===== config.mk =====
export PLATFORM = sky130hd
export DESIGN_NAME = ddc_accum
export DESIGN_NICKNAME = d
export VERILOG_FILES = /design/src/rtl/ddc_accum.sv
export SDC_FILE = /design/constraint.sdc
export NUM_CORES = 1
export LEC_CHECK = 0
export ABC_CLOCK_PERIOD_IN_PS = 6900
export BUFFER_PORTS_ARGS = -buffer_cell sky130_fd_sc_hd__buf_2
export CORE_UTILIZATION = 28
export CTS_CLUSTER_DIAMETER = 40
export CTS_CLUSTER_SIZE = 10
export DETAILED_ROUTE_END_ITERATION = 10
export PLACE_DENSITY_LB_ADDON = 0.2
export SYNTH_ARGS = -nofsm -noshare
export SYNTH_HDL_FRONTEND = slang
export SYNTH_SLANG_ARGS = --single-unit

===== constraint.sdc =====
create_clock -name clk -period 6.9 [get_ports clk]
set_input_delay 1.035 -clock clk [delete_from_list [all_inputs] [get_ports clk]]
set_output_delay 1.035 -clock clk [all_outputs]
set_load 0.01 [all_outputs]

===== src/rtl/ddc_accum.sv =====
// Integrate-and-dump accumulator for the {Q, I} DDC stream, feeding a FWFT FIFO on an AXI4-Stream master.
// Optional macro DDC_ACCUM_FRAME_SEQ_EN adds m_axis_tuser, a per-frame sequence number that counts dropped frames too.
module ddc_accum #(
  parameter int IN_W       = 32,
  parameter int ACC_W      = 48,
  parameter int LEN_W      = 16,
  parameter int FIFO_DEPTH = 4
) (
  input  logic                 clk,
  input  logic                 rst,
  input  logic                 en,
  input  logic [LEN_W-1:0]     acc_len,
  input  logic                 valid_in,
  input  logic [2*IN_W-1:0]    data_in,
  output logic                 m_axis_tvalid,
  input  logic                 m_axis_tready,
  output logic [2*ACC_W-1:0]   m_axis_tdata,
`ifdef DDC_ACCUM_FRAME_SEQ_EN
  output logic [31:0]          m_axis_tuser,
`endif
  output logic                 overflow,
  output logic [15:0]          drop_cnt
);

  localparam int AW = (FIFO_DEPTH > 1) ? $clog2(FIFO_DEPTH) : 1;
`ifdef DDC_ACCUM_FRAME_SEQ_EN
  localparam int FW = 2*ACC_W + 32;
`else
  localparam int FW = 2*ACC_W;
`endif

  typedef enum logic {
    IDLE  = 1'b0,
    ACCUM = 1'b1
  } state_t;

  state_t state;
  state_t state_nx;

  logic [LEN_W-1:0] len_r;
  logic [LEN_W-1:0] cnt;
  logic [LEN_W-1:0] len_sel;
  logic [ACC_W-1:0] acc_i;
  logic [ACC_W-1:0] acc_q;
  logic [ACC_W-1:0] sext_i;
  logic [ACC_W-1:0] sext_q;
  logic [ACC_W-1:0] sum_i;
  logic [ACC_W-1:0] sum_q;
  logic             last_sample;

  logic start;
  logic accumulate;
  logic complete;
  logic discard;

  assign len_sel     = (acc_len == '0) ? {{(LEN_W-1){1'b0}}, 1'b1} : acc_len;
  assign sext_i      = {{(ACC_W-IN_W){data_in[IN_W-1]}}, data_in[IN_W-1:0]};
  assign sext_q      = {{(ACC_W-IN_W){data_in[2*IN_W-1]}}, data_in[2*IN_W-1:IN_W]};
  assign sum_i       = acc_i + sext_i;
  assign sum_q       = acc_q + sext_q;
  assign last_sample = (cnt == len_r - {{(LEN_W-1){1'b0}}, 1'b1});

  always_ff @(posedge clk) begin
    if (rst) begin
      state <= IDLE;
    end else begin
      state <= state_nx;
    end
  end

  always_comb begin
    state_nx   = state;
    start      = 1'b0;
    accumulate = 1'b0;
    complete   = 1'b0;
    discard    = 1'b0;
    case (state)
      IDLE: begin
        if (en) begin
          state_nx = ACCUM;
          start    = 1'b1;
        end
      end
      ACCUM: begin
        if (!en) begin
          state_nx = IDLE;
          discard  = 1'b1;
        end else if (valid_in) begin
          if (last_sample) begin
            complete = 1'b1;
          end else begin
            accumulate = 1'b1;
          end
        end
      end
      default: begin
        state_nx = IDLE;
      end
    endcase
  end

  // A completing sample restarts the frame in the same cycle so back-to-back input loses nothing.
  always_ff @(posedge clk) begin
    if (rst) begin
      len_r <= '0;
      cnt   <= '0;
      acc_i <= '0;
      acc_q <= '0;
    end else begin
      if (start || complete) begin
        len_r <= len_sel;
      end
      if (start || complete || discard) begin
        cnt   <= '0;
        acc_i <= '0;
        acc_q <= '0;
      end else if (accumulate) begin
        cnt   <= cnt + {{(LEN_W-1){1'b0}}, 1'b1};
        acc_i <= sum_i;
        acc_q <= sum_q;
      end
    end
  end

`ifdef DDC_ACCUM_FRAME_SEQ_EN
  logic [31:0] seq;

  always_ff @(posedge clk) begin
    if (rst) begin
      seq <= '0;
    end else if (complete) begin
      seq <= seq + 32'd1;
    end
  end
`endif

  logic [FW-1:0] push_data;
`ifdef DDC_ACCUM_FRAME_SEQ_EN
  assign push_data = {seq, sum_q, sum_i};
`else
  assign push_data = {sum_q, sum_i};
`endif

  // Handshake: a beat transfers on a rising edge where m_axis_tvalid and m_axis_tready are both 1;
  // while tvalid=1 and tready=0 the head entry, and therefore tdata/tuser, cannot change.
  logic [FW-1:0] mem [FIFO_DEPTH];
  logic [AW-1:0] wr_ptr;
  logic [AW-1:0] rd_ptr;
  logic [AW:0]   fill;
  logic          full;
  logic          pop;
  logic          push_ok;
  logic          drop;

  assign full    = (fill == (AW+1)'(FIFO_DEPTH));
  assign pop     = m_axis_tvalid && m_axis_tready;
  assign push_ok = complete && (!full || pop);
  assign drop    = complete && !push_ok;

  always_ff @(posedge clk) begin
    if (push_ok) begin
      mem[wr_ptr] <= push_data;
    end
  end

  always_ff @(posedge clk) begin
    if (rst) begin
      wr_ptr <= '0;
      rd_ptr <= '0;
      fill   <= '0;
    end else begin
      if (push_ok) begin
        wr_ptr <= wr_ptr + {{(AW-1){1'b0}}, 1'b1};
      end
      if (pop) begin
        rd_ptr <= rd_ptr + {{(AW-1){1'b0}}, 1'b1};
      end
      case ({push_ok, pop})
        2'b10:   fill <= fill + {{AW{1'b0}}, 1'b1};
        2'b01:   fill <= fill - {{AW{1'b0}}, 1'b1};
        default: fill <= fill;
      endcase
    end
  end

  always_ff @(posedge clk) begin
    if (rst) begin
      overflow <= 1'b0;
      drop_cnt <= '0;
    end else if (drop) begin
      overflow <= 1'b1;
      if (drop_cnt != 16'hFFFF) begin
        drop_cnt <= drop_cnt + 16'd1;
      end
    end
  end

  // Stale FIFO contents are masked so the bus reads zero whenever nothing is offered.
  assign m_axis_tvalid = (fill != '0);
  assign m_axis_tdata  = m_axis_tvalid ? mem[rd_ptr][2*ACC_W-1:0] : '0;
`ifdef DDC_ACCUM_FRAME_SEQ_EN
  assign m_axis_tuser  = m_axis_tvalid ? mem[rd_ptr][FW-1:2*ACC_W] : '0;
`endif

endmodule


==> results of run 1 <==
[stage by stage]
step / power, mW / area, um2 / util / hold slack [ps]
floorplan: 3.80 / 25700 / - / 436
global route: 8.99 / 31300 / 0.346 / 472
detailed placement: 3.92 / 28000 / 0.309 / 452
CTS: 8.80 / 31300 / 0.346 / 458
finish: 8.69 / 31300 / 0.346 / 454
global placement: 3.91 / 28000 / 0.309 / 445
[power by group through the flow]
| stage | clock network [mW] | registers, mW | logic (mW) |
|---|---|---|---|
| CTS | 4.94 | 3.50 | 0.360 |
| finish | 4.83 | 3.50 | 0.356 |
| detailed placement | 0 | 3.56 | 0.358 |
| floorplan | 0 | 3.56 | 0.237 |
| global route | 5.09 | 3.50 | 0.397 |
| global placement | 0 | 3.56 | 0.349 |
[sequential cells by signal (all words and copies together) (netlist names), named ones only]
signal,flops
acc_i,48
state,1
rd_ptr,2
mem,384
drop_cnt,16
len_r,16
cnt,16
overflow,1
wr_ptr,2
fill,3
acc_q,48
[metal layers]
metal	up-vias	track usage	share of wire
li1	8136	-	-
met1	8476	0.194	0.46
met2	364	0.248	0.47
met3	86	0.0312	0.050
met4	8	0.0431	0.017
met5	-	0	0.00070
[worst max path at each step]
stage	to	slack, ps	cells after the start
2_1_floorplan	mem[0][0]	1700	10
3_3_place_gp	acc_i[46]	1920	15
3_5_place_dp	acc_i[46]	1820	15
4_1_cts	mem[0][94]	2100	11
5_1_grt	mem[0][59]	1870	11
6_report	mem[0][94]	2260	11
[layout by cell type, fill, tap and decap left out, drive strengths merged, types with 4 or more instances in the layout]
cell,n
xor2,72
xnor2,73
o31ai,6
a221oi,5
clkbuf,119
and4,5
mux4,96
o21a,14
and3,21
nor2,136
nor4,7
nand3,34
dfxtp,155
nand4,25
a22o,16
clkinv,26
nand2b,13
a21o,42
o21ai,58
o2111ai,5
o21bai,12
bufinv,14
or3,4
edfxtp,384
a211oi,17
and2,106
inv,50
nor2b,16
or2,5
buf,215
ha,101
nand2,219
nor3,19
clkinvlp,4
o211ai,8
mux2i,21
a21oi,173
a31oi,16
[cell type report]
| cell class | instances | share of cell area |
|---|---|---|
| Inverter | 35 | 0.00420 |
| Multi-Input combinational cell | 1390 | 0.338 |
| Timing Repair Buffer | 215 | 0.0365 |
| Sequential cell | 539 | 0.468 |
| Tap cell | 1176 | 0.0470 |
| Clock inverter | 59 | 0.0253 |
| Clock buffer | 119 | 0.0814 |
[cell families (layout without fill, tap and decap cells)]
family                     count (synthesis)  after routing
muxes                                    117            117
adders and majority gates                104            104
AOI/OAI and AO/OA                        403            403
xor gates and xnor gates                 145            145
DFF                                      539            539
buffers and inverters                    124            428
and+or+nand+nor                          621            621
[tightest hold or removal path: stages (launching register included)]
cell	delay [ps]
dfxtp_1	300
nand2_1	50
a21oi_1	50
==> impl_metrics.csv, run 1 <==
group,metric,value,unit
pwr,switching_power,1.91,mW
setup_path,worstPathBufferInverterCount,2,
clock_network,cts_hold_buffers,0,
sta,max-slew-margin-rel,0.241,
synthesis,yosysMostFrequentCell,"edfxtp_1",
route,wl,68800,um
grt,gr-total-overflow,0,
synthesis,synthAdderAreaFrac,0.0516,
die,rows,110,
grt,grt_max_degree,97,
sta,finClkSkew,28.9,ps
pwr,internal_power,6.78,mW
grt,grt_pass1_wl,106000,um
sta,finalSetupViolCount,0,
setup_path,reg2reg_slack,2260,ps
sta,worst_pin_slew,1140,ps
clock_network,cts_resized,0,
route,ant_nets,0,
synthesis,syn_inst,2053,
job,maxCapViolCount,0,
clock_network,cts_root_buffer,"clkbuf_16",
min_path,hp-start,"acc_i[21]",
setup_path,critPathRequiredTime,7170,ps
clock_network,h-tree-depth,3,
synthesis,synthMuxAreaShare,0.0924,
final_layout,fin_cells,3533,
route,remaining_drc_errors,0,
setup_path,crit_chain,"inv_1 > ha_1 > nor4b_4 > nand2_1 > or4_1 > o311ai_1 > nand3_2 > or2_2 > nor4_4 > and2_4 > buf_4",
setup_path,critical_path_class,"reg2reg",
setup_path,cp-end-kind,"flop",
synthesis,seq_area_frac_synth,0.570,
synthesis,synth_compound_area_frac,0.0983,
clock_network,numCtsBuffers,94,
sta,tns,0,ps
final_layout,drive_gt1_frac,0.212,
pwr,switching_share,0.220,
pwr,combinationalPowerShare,0.041,
setup_path,timing.rr.end,"mem[0][94]",
route,dr.pass1.iters,5,
die,fp.dieArea,92900,um2
min_path,worstHoldPathCells,2,
clock_network,post-cts-setup-buffers,0,
clock_network,path_clk_slew,50,ps
grt,antenna_found_initial,8,
sta,min_period,4640,ps
die,coreArea,90400,um2
synthesis,synth-simple-area-share,0.118,
setup_path,crit_slowest_cell,"and2_4",
setup_path,cp-startpoint,"len_r[0]",
route,drt-vias-per-instance,4.83,
grt,grt.total_usage,0.149,
synthesis,ys_warn_count,0,
route,dr_total_vias,17070,
die,initial_core_util,0.284,
synthesis,synth.area.top_cells,"edfxtp_1 45%, dfxtp_1 12%, mux4_2 8.4%",
final_layout,nets,2464,
synthesis,synth_cell_types,74,
setup_path,rr_worst_depth,11,
die,boundaryPins,199,
clock_network,clkLatencyLatePin,640,ps
final_layout,multi_input_comb_area,10600,um2
placed_design,post-place-ws,1820,ps
synthesis,synth-xor-area-share,0.0495,
placed_design,portBuffers,198,
clock_network,cts.path.max_buffers,3,
synthesis,synth_top_area_share,0.449,
synthesis,synth_edf_count,384,
setup_path,rr_startpoint,"len_r[0]",
route,wire_per_inst,19.5,um
placed_design,dp_hpwl,45600,um
sta,fmax,216,MHz
synthesis,syn_area_per_cell,12.5,um2
setup_path,crit_arrival,4910,ps
synthesis,synth_top_area_cell,"edfxtp_1",
sta,fin_crit_sh,0.672,
placed_design,gp_congestion,0.834,
die,die_w,305,um
final_layout,nFillCells,8880,
final_layout,diodes,0,
synthesis,synth_commonest_cells,"384 x edfxtp_1, 219 x nand2_1, 172 x a21oi_1, 155 x dfxtp_1, 134 x nor2_1",
route,drtIter0Drc,964,
synthesis,synth_top_family_by_area,"simple AND/OR/NAND/NOR gates",
sta,hold_violations,0,
clock_network,clock_sinks,539,
setup_path,path_max_fanout,59,
final_layout,area_growth_syn_to_layout,21.9,%
die,die_h,305,um
min_path,hp-class,"reg2reg",
final_layout,regArea,14600,um2
setup_path,critical-path-top-delay-family,"simple AND/OR/NAND/NOR gates",
synthesis,synth-async-reset-ratio,0,
pwr,clkPwrFrac,0.556,
min_path,hold_end,"acc_i[21]",
grt,first_global_vias,17901,
pwr,share_seq_of_total_power,0.403,
pwr,powerDensity,278,nW/um2
synthesis,syn-cell-area,25700,um2
clock_network,cts_tree,"yes",
sta,worst_slack,2260,ps
sta,final-max-slew-violation-count,0,
synthesis,synth-seq-cells,539,
status,status,"finished clean",
pwr,peakVddDrop,0.193,mV
sta,rsz0062_at_grt,"no",
placed_design,post-place-cells,3355,
synthesis,synth_ff_type,"edfxtp_1",
setup_path,slowest_delay,950,ps
synthesis,synth.net_count,2242,
pwr,leakage,11.7,nW
setup_path,setup.worst_path.start_class,"flop",
(Power assumes the default switching activity.)
==> inputs of run 2 (changes only) <==
Settings changed: ABC_CLOCK_PERIOD_IN_PS 6900 to 4800.
Clock period 6.9 ns to 4.8 ns, I/O delays scaled along.
==> run 2 against run 1 <==
Setup slack lost 1800 ps; count of clock-buffer cells in the layout grew 5; non-clock buffer count grew 9; register-to-register slack lost 1800 ps; sequential cell count is the same; cell area grew 0.44%; core utilization grew 0.15 points; sequential share of layout area shrank 0.20 points; largest cell class unchanged.
==> impl_metrics.csv, run 2 (same netlist as run 1, synthesis figures left out) <==
group,metric,value,unit
status,status,"finished clean",
setup_path,timing.rr.end,"acc_i[46]",
setup_path,reg2reg_slack,490,ps
sta,whs,331,ps
die,die_h,305,um
setup_path,critPathRequiredTime,5360,ps
clock_network,cts_tree,"yes",
grt,grt_max_degree,84,
clock_network,clkLatencyLatePin,640,ps
route,drt-vias-per-instance,4.84,
final_layout,nFillCells,8865,
setup_path,critical_path_class,"reg2reg",
grt,first_global_vias,17853,
setup_path,setup.worst_path.start_class,"flop",
min_path,hp-start,"acc_len[10]",
clock_network,cts_root_buffer,"clkbuf_16",
route,highest_layer,"met5",
pwr,powerDensity,390,nW/um2
route,wl_met1,31200,um
route,wl,68700,um
route,wl_met3,3420,um
route,drtIter0Drc,835,
placed_design,portBuffers,198,
die,initial_core_util,0.284,
final_layout,final_area,31400,um2
die,fp.dieArea,92900,um2
clock_network,path_clk_slew,50,ps
pwr,peakVddDrop,0.276,mV
clock_network,clock_sinks,539,
sta,hold_violations,0,
sta,tns,0,ps
min_path,hold_end,"len_r[10]",
grt,grt.total_usage,0.148,
grt,antenna_found_initial,9,
setup_path,path_max_fanout,5,
grt,gr-total-overflow,0,
min_path,hp-class,"in2reg",
sta,final-max-slew-violation-count,0,
setup_path,crit_arrival,4870,ps
final_layout,final_cell_mix,"384 x edfxtp_1, 219 x nand2_1, 198 x buf_2",
sta,rsz0062_at_grt,"no",
pwr,p_total,12.3,mW
route,ant_nets,0,
final_layout,area_growth_syn_to_layout,22.4,%
sta,fmax,232,MHz
setup_path,cp-end-kind,"flop",
sta,worst_slack,494,ps
sta,finClkSkew,24.4,ps
final_layout,drive_gt1_frac,0.213,
route,dr.pass1.iters,6,
final_layout,postLayoutCoreUtil,0.348,
clock_network,post-cts-setup-buffers,0,
clock_network,cts_hold_buffers,0,
final_layout,fin_cells,3542,
clock_network,numCtsBuffers,94,
sta,fin_crit_sh,0.897,
clock_network,h-tree-depth,3,
job,maxCapViolCount,0,
route,dr_total_vias,17137,
clock_network,cts_resized,0,
route,wl_met2,32600,um
die,die_w,305,um
final_layout,reg.largest.list,"mem (384), acc_i (48), acc_q (48)",
placed_design,place_area,28200,um2
sta,max-slew-margin-rel,0.251,
sta,min_period,4310,ps
sta,finalSetupViolCount,0,
final_layout,largest_reg_flops,384,
placed_design,dp_hpwl,45600,um
die,boundaryPins,199,
final_layout,nets,2473,
route,wire_per_inst,19.4,um
final_layout,top_register,"mem",
die,coreArea,90400,um2
pwr,leakage,11.7,nW
sta,worst_pin_slew,1120,ps
placed_design,gp_congestion,0.831,
clock_network,cts.path.max_buffers,3,
setup_path,rr_worst_depth,14,
die,rows,110,
placed_design,post-place-cells,3364,
final_layout,final_common_cell,"edfxtp_1",
grt,grt_pass1_wl,106000,um
placed_design,post-place-ws,98.1,ps
route,remaining_drc_errors,0,
final_layout,diodes,0,
setup_path,rr_startpoint,"acc_i[0]",
min_path,worstHoldPathCells,3,
-- run 2: worst max path at each step --
stage	startpoint	end	slack, ps	depth (start not counted)
floorplan	len_r[0]	mem[0][0]	640	10
global placement	data_in[0]	acc_i[46]	120	15
detailed placement	data_in[0]	acc_i[46]	100	15
CTS	acc_i[0]	acc_i[46]	520	14
global route	acc_i[0]	acc_i[46]	270	14
finish	acc_i[0]	acc_i[46]	490	14
-- run 2: metal layers --
metal	global-route usage	vias to the layer above
met2	0.248	372
li1	-	8160
met4	0.0413	10
met5	0	-
met1	0.191	8475
met3	0.0323	120
-- run 2: area by class of cell --
cell class              count  area (um2)  area share
clock inverters            54         647      0.0206
flip-flops and latches    539       14600       0.466
clock buffers             124        2580      0.0820
inverters                  35         131     0.00418
multi-input cells        1390       10600       0.336
well taps                1176        1470      0.0468
repair buffers            224        1400      0.0445
-- run 2: worst max-delay path, stage by stage, from the launching register on --
cell and delay, ps:
dfxtp_1 330, ha_1 220, inv_1 70, fa_1 400, nand2b_1 180, a21oi_1 270
o2111ai_1 250, a31oi_1 400, o2111ai_1 270, a31o_2 310, o21ai_0 470, a221oi_1 230
o21ai_0 240, xor2_1 370, a22o_1 210
-- run 2: power breakdown --
part	total (mW)	switching (mW)	internal, mW
clock	6.71	2.40	4.31
combinational	0.511	0.338	0.173
sequential	5.03	0.0167	5.02
total	12.3	2.75	9.50
==> inputs of run 3 (changes only) <==
Settings changed: CORE_UTILIZATION 28 to 45, PLACE_DENSITY set to 0.68, PLACE_DENSITY_LB_ADDON 0.2 to not set.
==> run 3 against run 2 <==
Final cell count is 12% lower; combinational power down 2%; setup slack better by 120 ps; routed wire length is 12% lower; clock power is 10% lower; register-to-register slack better by 120 ps; clock skew is 2.6 ps higher; count of clock-buffer cells in the layout down 13; first-iteration DRC count rose by 25%; largest cell class unchanged.
==> impl_metrics.csv, run 3 (same netlist as run 1, synthesis figures left out) <==
group,metric,value,unit
setup_path,path_max_fanout,5,
clock_network,cts_hold_buffers,0,
setup_path,timing.rr.end,"acc_i[46]",
clock_network,cts_root_buffer,"clkbuf_16",
min_path,hp-start,"acc_len[4]",
die,rows,87,
sta,min_period,4190,ps
sta,rsz0062_at_grt,"no",
route,wl,60400,um
die,die_h,241,um
pwr,combinationalPowerShare,0.043,
route,ant_nets,0,
final_layout,final_common_cell,"edfxtp_1",
route,wl_met1,25900,um
setup_path,critPathRequiredTime,5360,ps
pwr,internal_power,9.03,mW
grt,grt_pass1_wl,95000,um
clock_network,cts.path.max_buffers,3,
clock_network,h-tree-depth,3,
setup_path,critical_path_class,"reg2reg",
setup_path,reg2reg_slack,610,ps
pwr,share_seq_of_total_power,0.435,
placed_design,portBuffers,198,
die,fp.dieArea,58000,um2
sta,hold_violations,0,
sta,worst_pin_slew,1140,ps
final_layout,reg.largest.list,"mem (384), acc_i (48), acc_q (48)",
sta,fin_crit_sh,0.873,
route,drtIter0Drc,1041,
clock_network,post-cts-setup-buffers,0,
final_layout,nets,2465,
setup_path,crit_slowest_cell,"o21ai_0",
final_layout,largest_reg_flops,384,
sta,tns,0,ps
sta,final-max-slew-violation-count,0,
setup_path,crit_arrival,4750,ps
setup_path,critical-path-top-delay-family,"compound AO/OA/AOI/OAI gates",
sta,finalSetupViolCount,0,
clock_network,cts_resized,0,
min_path,hold_end,"len_r[4]",
setup_path,slowest_delay,430,ps
pwr,clkPwrFrac,0.522,
setup_path,crit_chain,"ha_1 > inv_1 > fa_1 > nand2b_1 > a21oi_1 > o2111ai_1 > a31oi_1 > buf_4 > o2111ai_1 > a31o_2 > o21ai_0 > a221oi_1 > o21ai_0 > xor2_1 > a22o_1",
route,dr_total_vias,17341,
pwr,peakVddDrop,0.253,mV
placed_design,gp_congestion,0.924,
pwr,leakage,11.5,nW
setup_path,cp-end-kind,"flop",
pwr,switching_share,0.219,
min_path,hp-class,"in2reg",
die,die_w,241,um
sta,fmax,239,MHz
route,wl_met3,3540,um
sta,whs,348,ps
final_layout,drive_gt1_frac,0.207,
final_layout,final_cell_mix,"384 x edfxtp_1, 219 x nand2_1, 198 x buf_2",
sta,finClkSkew,27.0,ps
final_layout,top_register,"mem",
sta,max-slew-margin-rel,0.242,
grt,antenna_found_initial,4,
die,initial_core_util,0.455,
clock_network,clock_sinks,539,
grt,first_global_vias,17704,
pwr,switching_power,2.53,mW
setup_path,setup.worst_path.start_class,"flop",
route,dr.pass1.iters,5,
placed_design,dp_hpwl,39800,um
status,status,"finished clean",
min_path,worstHoldPathCells,3,
route,wire_per_inst,19.4,um
die,boundaryPins,199,
setup_path,worstPathBufferInverterCount,2,
setup_path,rr_worst_depth,15,
clock_network,clkLatencyLatePin,630,ps
grt,gr-total-overflow,0,
grt,grt.total_usage,0.212,
die,coreArea,56400,um2
route,remaining_drc_errors,0,
final_layout,area_growth_syn_to_layout,18.7,%
final_layout,nFillCells,4763,
route,wl_met2,29600,um
clock_network,numCtsBuffers,85,
route,drt-vias-per-instance,5.58,
route,highest_layer,"met5",
grt,grt_max_degree,84,
clock_network,path_clk_slew,50,ps
clock_network,cts_tree,"yes",
pwr,powerDensity,380,nW/um2
job,maxCapViolCount,0,
setup_path,rr_startpoint,"acc_i[0]",
==> run 3: worst max path at each step <==
stage	depth (start not counted)	slack, ps	start	end
floorplan	10	640	len_r[0]	mem[0][0]
global placement	16	390	data_in[0]	acc_i[46]
detailed placement	16	300	data_in[0]	acc_i[46]
CTS	11	600	len_r[0]	mem[2][33]
global route	15	240	acc_i[0]	acc_i[46]
finish	15	610	acc_i[0]	acc_i[46]
==> run 3: power groups by stage <==
| stage | registers, mW | logic (mW) | clock network [mW] |
|---|---|---|---|
| 3_5_place_dp | 5.12 | 0.495 | 0 |
| 3_3_place_gp | 5.12 | 0.476 | 0 |
| 4_1_cts | 5.03 | 0.498 | 6.13 |
| 6_report | 5.03 | 0.502 | 6.03 |
| 2_1_floorplan | 5.12 | 0.340 | 0 |
| 5_1_grt | 5.03 | 0.552 | 6.34 |
==> run 3: through the flow <==
| step | setup WS, ps | instance area [um2] | util | power [mW] | instances |
|---|---|---|---|---|---|
| after floorplan | 639 | 25700 | - | 5.46 | 2053 |
| after global placement | 387 | 27600 | 0.490 | 5.60 | 2945 |
| after detailed placement | 304 | 27600 | 0.490 | 5.62 | 2945 |
| after CTS | 602 | 30500 | 0.540 | 11.7 | 3102 |
| after global routing | 244 | 30500 | 0.540 | 11.9 | 3104 |
| final | 611 | 30500 | 0.540 | 11.6 | 3105 |
==> run 3: metal layers <==
| metal | track usage | up-vias |
|---|---|---|
| met1 | 0.270 | 8601 |
| met3 | 0.0433 | 97 |
| met4 | 0.0700 | 2 |
| li1 | - | 8146 |
| met5 | 0 | - |
| met2 | 0.362 | 495 |
==> run 3: layout make-up <==
cell class | instances | area, um2 | area share
Multi-Input combinational cell | 1390 | 10600 | 0.346
Antenna cell | 3 | 7.51 | 0.000246
Clock buffer | 111 | 2340 | 0.0768
Tap cell | 756 | 946 | 0.0311
Sequential cell | 539 | 14600 | 0.481
Inverter | 35 | 131 | 0.00431
Timing Repair Buffer | 225 | 1330 | 0.0437
Clock inverter | 46 | 509 | 0.0167
==> run 3: worst register-to-register path, cell delays in order, from the launching register on <==
cell and delay, ps:
dfxtp_1 340, ha_1 220, inv_1 70, fa_1 400, nand2b_1 190, a21oi_1 300
o2111ai_1 260, a31oi_1 250, buf_4 150, o2111ai_1 210, a31o_2 310, o21ai_0 430
a221oi_1 230, o21ai_0 250, xor2_1 340, a22o_1 210
